File: src/rtl/key_debouncer_pkg.sv
// rtl/key_debouncer_pkg.sv - shared types and width helpers for the key debouncer
// Purpose: lane FSM state encoding and counter-width helpers derived from the
//          debounce and long-press cycle parameters.
// Ports:   none (package).
package key_debouncer_pkg;

    typedef enum logic [1:0] {
        RELEASED     = 2'd0,
        PRESS_PEND   = 2'd1,
        PRESSED      = 2'd2,
        RELEASE_PEND = 2'd3
    } dbnc_state_e;

    localparam int DEFAULT_DEBOUNCE_CYCLES = 500000;
    localparam int DEFAULT_LONG_CYCLES     = 50000000;

    // Debounce counter only ever holds 0..DEBOUNCE_CYCLES-1.
    function automatic int dbnc_cnt_w(input int cycles);
        return (cycles <= 2) ? 1 : $clog2(cycles);
    endfunction

    // Hold counter must reach LONG_CYCLES itself so it can saturate there.
    function automatic int hold_cnt_w(input int cycles);
        return (cycles <= 1) ? 1 : $clog2(cycles + 1);
    endfunction

endpackage

File: src/rtl/key_debounce_lane.sv
// rtl/key_debounce_lane.sv - one pushbutton lane: synchroniser, debounce FSM, hold counter
// Purpose: conditions a single raw active-low key into a clean active-high level
//          with one-cycle press, release and long-press pulses.
// Ports:   i_clk, i_rst_n (async active-low), i_key (raw, active-low),
//          o_level (debounced, active-high), o_press, o_release, o_long (pulses).
module key_debounce_lane
    import key_debouncer_pkg::*;
#(
    parameter int DEBOUNCE_CYCLES = DEFAULT_DEBOUNCE_CYCLES,
    parameter int LONG_CYCLES     = DEFAULT_LONG_CYCLES
) (
    input  logic i_clk,
    input  logic i_rst_n,
    input  logic i_key,
    output logic o_level,
    output logic o_press,
    output logic o_release,
    output logic o_long
);

    localparam int DW = dbnc_cnt_w(DEBOUNCE_CYCLES);
    localparam int HW = hold_cnt_w(LONG_CYCLES);
    localparam logic [DW-1:0] DBNC_LAST = DW'(DEBOUNCE_CYCLES - 1);
    localparam logic [HW-1:0] HOLD_MAX  = HW'(LONG_CYCLES);

    logic          s1, s2;
    dbnc_state_e   state, state_n;
    logic [DW-1:0] dcnt, dcnt_n;
    logic [HW-1:0] hcnt, hcnt_n, hold_inc;
    logic          held, press_n, release_n, long_n, level_n;

    // Reset to 1 so a lane never starts out looking pressed.
    always_ff @(posedge i_clk or negedge i_rst_n) begin
        if (!i_rst_n) begin
            s1 <= 1'b1;
            s2 <= 1'b1;
        end else begin
            s1 <= i_key;
            s2 <= s1;
        end
    end

    assign held     = (state == PRESSED) || (state == RELEASE_PEND);
    assign hold_inc = (held && hcnt != HOLD_MAX) ? hcnt + HW'(1) : hcnt;

    always_comb begin
        state_n   = state;
        dcnt_n    = dcnt;
        hcnt_n    = hcnt;
        press_n   = 1'b0;
        release_n = 1'b0;
        case (state)
            RELEASED: begin
                if (!s2) begin
                    state_n = PRESS_PEND;
                    dcnt_n  = DW'(1);
                end
            end
            PRESS_PEND: begin
                if (s2) begin
                    state_n = RELEASED;
                    dcnt_n  = '0;
                end else if (dcnt == DBNC_LAST) begin
                    state_n = PRESSED;
                    press_n = 1'b1;
                    dcnt_n  = '0;
                    hcnt_n  = '0;
                end else begin
                    dcnt_n = dcnt + DW'(1);
                end
            end
            PRESSED: begin
                hcnt_n = hold_inc;
                if (s2) begin
                    state_n = RELEASE_PEND;
                    dcnt_n  = DW'(1);
                end
            end
            RELEASE_PEND: begin
                if (!s2) begin
                    state_n = PRESSED;
                    dcnt_n  = '0;
                    hcnt_n  = hold_inc;
                end else if (dcnt == DBNC_LAST) begin
                    state_n   = RELEASED;
                    release_n = 1'b1;
                    dcnt_n    = '0;
                    hcnt_n    = '0;
                end else begin
                    dcnt_n = dcnt + DW'(1);
                    hcnt_n = hold_inc;
                end
            end
            default: begin
                state_n = RELEASED;
                dcnt_n  = '0;
                hcnt_n  = '0;
            end
        endcase
    end

    // Long pulse only on the transition into saturation; an accepted release
    // clears the hold count first, so it always wins over a coinciding long.
    assign long_n  = held && !release_n && (hcnt_n == HOLD_MAX) && (hcnt != HOLD_MAX);
    assign level_n = (state_n == PRESSED) || (state_n == RELEASE_PEND);

    always_ff @(posedge i_clk or negedge i_rst_n) begin
        if (!i_rst_n) begin
            state     <= RELEASED;
            dcnt      <= '0;
            hcnt      <= '0;
            o_level   <= 1'b0;
            o_press   <= 1'b0;
            o_release <= 1'b0;
            o_long    <= 1'b0;
        end else begin
            state     <= state_n;
            dcnt      <= dcnt_n;
            hcnt      <= hcnt_n;
            o_level   <= level_n;
            o_press   <= press_n;
            o_release <= release_n;
            o_long    <= long_n;
        end
    end

endmodule

File: src/rtl/key_debouncer.sv
// rtl/key_debouncer.sv - multi-key pushbutton conditioner, one independent lane per key
// Purpose: conditions NUM_KEYS raw active-low pushbuttons for downstream logic.
// Ports:   i_clk, i_rst_n (async active-low), i_key[NUM_KEYS] (raw, active-low),
//          o_level/o_press/o_release/o_long[NUM_KEYS] (per-lane outputs).
module key_debouncer
    import key_debouncer_pkg::*;
#(
    parameter int NUM_KEYS        = 4,
    parameter int DEBOUNCE_CYCLES = DEFAULT_DEBOUNCE_CYCLES,
    parameter int LONG_CYCLES     = DEFAULT_LONG_CYCLES
) (
    input  logic                i_clk,
    input  logic                i_rst_n,
    input  logic [NUM_KEYS-1:0] i_key,
    output logic [NUM_KEYS-1:0] o_level,
    output logic [NUM_KEYS-1:0] o_press,
    output logic [NUM_KEYS-1:0] o_release,
    output logic [NUM_KEYS-1:0] o_long
);

    for (genvar g = 0; g < NUM_KEYS; g++) begin : g_lane
        key_debounce_lane #(
            .DEBOUNCE_CYCLES (DEBOUNCE_CYCLES),
            .LONG_CYCLES     (LONG_CYCLES)
        ) u_lane (
            .i_clk     (i_clk),
            .i_rst_n   (i_rst_n),
            .i_key     (i_key[g]),
            .o_level   (o_level[g]),
            .o_press   (o_press[g]),
            .o_release (o_release[g]),
            .o_long    (o_long[g])
        );
    end

endmodule

File: config.mk
export PLATFORM = sky130hd
export DESIGN_NAME = key_debouncer
export DESIGN_NICKNAME = d
export VERILOG_FILES = /design/src/rtl/key_debouncer_pkg.sv /design/src/rtl/key_debounce_lane.sv /design/src/rtl/key_debouncer.sv
export SDC_FILE = /design/constraint.sdc
export NUM_CORES = 1
export LEC_CHECK = 0
export CAP_MARGIN = 20
export CELL_PAD_IN_SITES_DETAIL_PLACEMENT = 0
export CELL_PAD_IN_SITES_GLOBAL_PLACEMENT = 1
export CORE_UTILIZATION = 44
export CTS_CLUSTER_DIAMETER = 40
export DETAILED_ROUTE_END_ITERATION = 7
export PLACE_DENSITY = 0.76
export SKIP_CTS_REPAIR_TIMING = 1
export SKIP_LAST_GASP = 1
export SLEW_MARGIN = 10
export SYNTH_ARGS = -nofsm -noshare
export SYNTH_HDL_FRONTEND = slang
export SYNTH_SLANG_ARGS = --single-unit
File: constraint.sdc
create_clock -name i_clk -period 3.15 [get_ports i_clk]
set_clock_uncertainty 0.1 [all_clocks]
set_input_delay 0.63 -clock i_clk [delete_from_list [all_inputs] [get_ports i_clk]]
set_output_delay 0.63 -clock i_clk [all_outputs]
set_load 0.005 [all_outputs]
==> out/summary.json <==
{
  "clk_transition_reported_paths_ns": 0.05,
  "diodes": 0,
  "mostFrequentLayoutCell": "sky130_fd_sc_hd__dfrtp_1",
  "clockRootBuffer": "sky130_fd_sc_hd__clkbuf_16",
  "cellPowerDensity_nw_per_um2": 486.2,
  "synth_cell_type_count": 70,
  "required_time_worst_endpoint_ns": 3.46,
  "timing_worst_setup_path_type": "reg2reg",
  "ys_seq_elements": 212,
  "antenna_found_initial": 0,
  "setup_viol_count_final": 0,
  "final.min_clock_period_ns": 3.013,
  "die_w_um": 167.1,
  "hold_violation_count_in_the_final_report": 0,
  "drv.max_cap_violation_count": 0,
  "die_area_um2": 27920,
  "critical_path.max_fanout": 7,
  "core_area_um2": 26880,
  "final_net_count": 1501,
  "drtAntennaViolNets": 0,
  "grt.met2_usage": 0.3560,
  "synthArstFlopShare": 1.000,
  "place_inst": 1781,
  "share_of_the_cycle_needed_by_the_critical_path_after_routing": 0.9566,
  "h-tree-depth": 2,
  "max_frequency_mhz": 331.9,
  "yosys_most_used_dff": "sky130_fd_sc_hd__dfrtp_1",
  "highest_ir_drop_seen_on_vdd_uv": 422.0,
  "clock_sinks": 212,
  "netlist_instances": 1403,
  "detailed_place_hpwl_mm": 20.80,
  "length_in_cells_of_the_worst_reg_to_reg_path": 8,
  "drt-vias-per-instance": 5.932,
  "grt_max_degree": 76,
  "initial_utilization": 0.4462,
  "gr-usage-all-layers": 0.2231,
  "drv_slew": 0,
  "synthesis.area_um2": 11990,
  "portBuffers": 21,
  "first_global_vias": 10480,
  "run_status": "finished clean",
  "grt_util_met3": 0.03522,
  "synth-edff-count": 0,
  "post_route_cells_drive_above_1_share": 0.1376,
  "via_count": 10990,
  "grt_setup_unrepaired": "true",
  "clkLatencyLatePin_ns": 0.51,
  "clk_path_buf_depth": 3,
  "global_route.overflow_total": 0,
  "grt_busiest_layer": "met2",
  "worst_endpoint_data_arrival_time_ns": 3.32,
  "routedWlPerCell_um": 16.64,
  "grt_first_pass_wirelength_mm": 51.92,
  "synthesis.nets": 1421,
  "dieHeight_um": 167.1,
  "yosysWarningCount": 0,
  "detail_route.first_pass.iterations": 7,
  "p_leak_nw": 6.062,
  "synthDominantAreaCellType": "sky130_fd_sc_hd__dfrtp_1",
  "place.gp.congestion": 0.9010,
  "ioPinCount": 22,
  "netlist.area_leader.share": 0.4257,
  "start_kind": "register",
  "drt_iter0_drc": 772,
  "synth_seq_area_share": 0.4432,
  "cp-startpoint": "g_lane[3].u_lane.hcnt[9]",
  "remaining_drc_errors": 0,
  "synth.area.top_cells": "sky130_fd_sc_hd__dfrtp_1 (43%), sky130_fd_sc_hd__o21ai_0 (8.2%), sky130_fd_sc_hd__nand2_1 (5.3%)",
  "core.rowCount": 60,
  "layout.cells.non_filler": 1853,
  "tightestPinTransition_ns": 1.053,
  "worst_setup_ep_type": "register",
  "highest_count_cells_in_the_layout_ignoring_fill_and_taps": "sky130_fd_sc_hd__dfrtp_1 (204), sky130_fd_sc_hd__o21ai_0 (195), sky130_fd_sc_hd__nand2_1 (170)",
  "post_synth.cell_area_avg_um2": 8.548,
  "cts_buffers": 39,
  "min-delay-path-class": "in2async",
  "syn2layout_area_growth_pct": 19.86,
  "tritoncts": "built",
  "post-layout-total-power_w": 0.006989,
  "total_routed_wirelength_mm": 30.83,
  "max_slew_headroom": 0.2953,
  "global_routing_usage_on_met1": 0.3121,
  "regToRegStartpoint": "g_lane[3].u_lane.hcnt[9]"
}
## worst paths after layout
kind                            slack (ns)                        end
worst max register to register        0.14    g_lane[3].u_lane.o_long
worst max-delay path                  0.14    g_lane[3].u_lane.o_long
worst min-delay path                 0.003  g_lane[0].u_lane.hcnt[24]
max in group asynchronous             2.17   g_lane[1].u_lane.hcnt[6]
worst min register to register        0.24        g_lane[3].u_lane.s2
min in group i_clk                    0.24        g_lane[3].u_lane.s2
## metrics by stage
stage                     setup slack, ns  hold WS, ns  cell area (µm²)  TNS (ns)  utilization
after global routing             -0.04442      0.05384            14380  -0.05406       0.5349
after floorplan                    0.1615       0.2344            11990         0            -
final                              0.1368     0.003046            14380         0       0.5349
after global placement            0.02742       0.2457            13030         0       0.4849
after detailed placement         -0.02839       0.2484            13030  -0.02839       0.4849
after CTS                        -0.04670      0.02743            14290  -0.04670       0.5318
## state kept, by name, summed over array words and instances (netlist names)
signal                   count
g_lane.u_lane.dcnt          76
g_lane.u_lane.hcnt         104
g_lane.u_lane.o_level        4
g_lane.u_lane.o_long         4
g_lane.u_lane.o_press        4
g_lane.u_lane.o_release      4
g_lane.u_lane.s1             4
g_lane.u_lane.s2             4
g_lane.u_lane.state          8
## cell families (layout without fill, tap and decap cells)
family | after synthesis | after routing | synth area share
and+or+nand+nor | 632 | 632 | 0.2819
AOI/OAI and AO/OA | 400 | 400 | 0.1958
DFF | 212 | 212 | 0.4432
buffers and inverters | 117 | 226 | 0.04371
xor gates and xnor gates | 23 | 23 | 0.01680
adders and majority gates | 12 | 12 | 0.01252
muxes | 7 | 7 | 0.006051
## cells in the mapped netlist (all sizes together) (3+ instances only)
| cell type | number |
|---|---|
| nand4bb | 3 |
| xor2 | 15 |
| nor3b | 3 |
| and4 | 21 |
| o31ai | 14 |
| a21o | 20 |
| and2 | 13 |
| nand3 | 71 |
| nand2 | 170 |
| nor4b | 14 |
| or3 | 15 |
| xnor2 | 8 |
| nor2b | 5 |
| nand2b | 7 |
| or2 | 4 |
| dfrtp | 204 |
| o41ai | 4 |
| a21oi | 66 |
| o22ai | 4 |
| buf | 26 |
| o211ai | 6 |
| or3b | 3 |
| or4b | 10 |
| clkbuf | 55 |
| nand4 | 59 |
| inv | 36 |
| nor3 | 23 |
| nor2 | 105 |
| o21ai | 200 |
| dfstp | 8 |
| or4 | 13 |
| a211oi | 6 |
| ha | 12 |
| nand4b | 10 |
| a41oi | 6 |
| and4b | 3 |
| a41o | 3 |
| mux2i | 5 |
| nor4 | 30 |
| and3 | 45 |
| a31o | 3 |
| a22o | 9 |
| a31oi | 40 |
## per-layer routing
| metal | share of wire | vias up |
|---|---|---|
| li1 | - | 5381 |
| met1 | 0.47 | 5320 |
| met2 | 0.47 | 248 |
| met3 | 0.046 | 43 |
| met4 | 0.018 | 0 |
| met5 | 0 | - |
## power by group
part | leakage [nW] | internal [W] | switching (W)
combinational | 2.53 | 0.0000664 | 0.000132
clock | 0.623 | 0.00258 | 0.00144
sequential | 2.91 | 0.00275 | 0.0000216
## worst max-delay path, cell delays in order, from the launching register on
cell	delay (ns)
sky130_fd_sc_hd__dfrtp_1	0.37
sky130_fd_sc_hd__or4_1	0.50
sky130_fd_sc_hd__or3_1	0.32
sky130_fd_sc_hd__or4_4	0.58
sky130_fd_sc_hd__nand3_1	0.10
sky130_fd_sc_hd__a21bo_2	0.23
sky130_fd_sc_hd__nor3_1	0.27
sky130_fd_sc_hd__nand4b_1	0.15
sky130_fd_sc_hd__nor4_2	0.29
## cell type report
| cell class | instances | area, µm² |
|---|---|---|
| Multi-Input combinational cell | 1074 | 6225 |
| Fill cell | 2539 | 12500 |
| Timing Repair Buffer | 120 | 1012 |
| Clock buffer | 50 | 1067 |
| Inverter | 36 | 135.1 |
| Tap cell | 341 | 426.7 |
| Clock inverter | 20 | 193.9 |
| Sequential cell | 212 | 5315 |
Power figures use the tool's default switching activity.
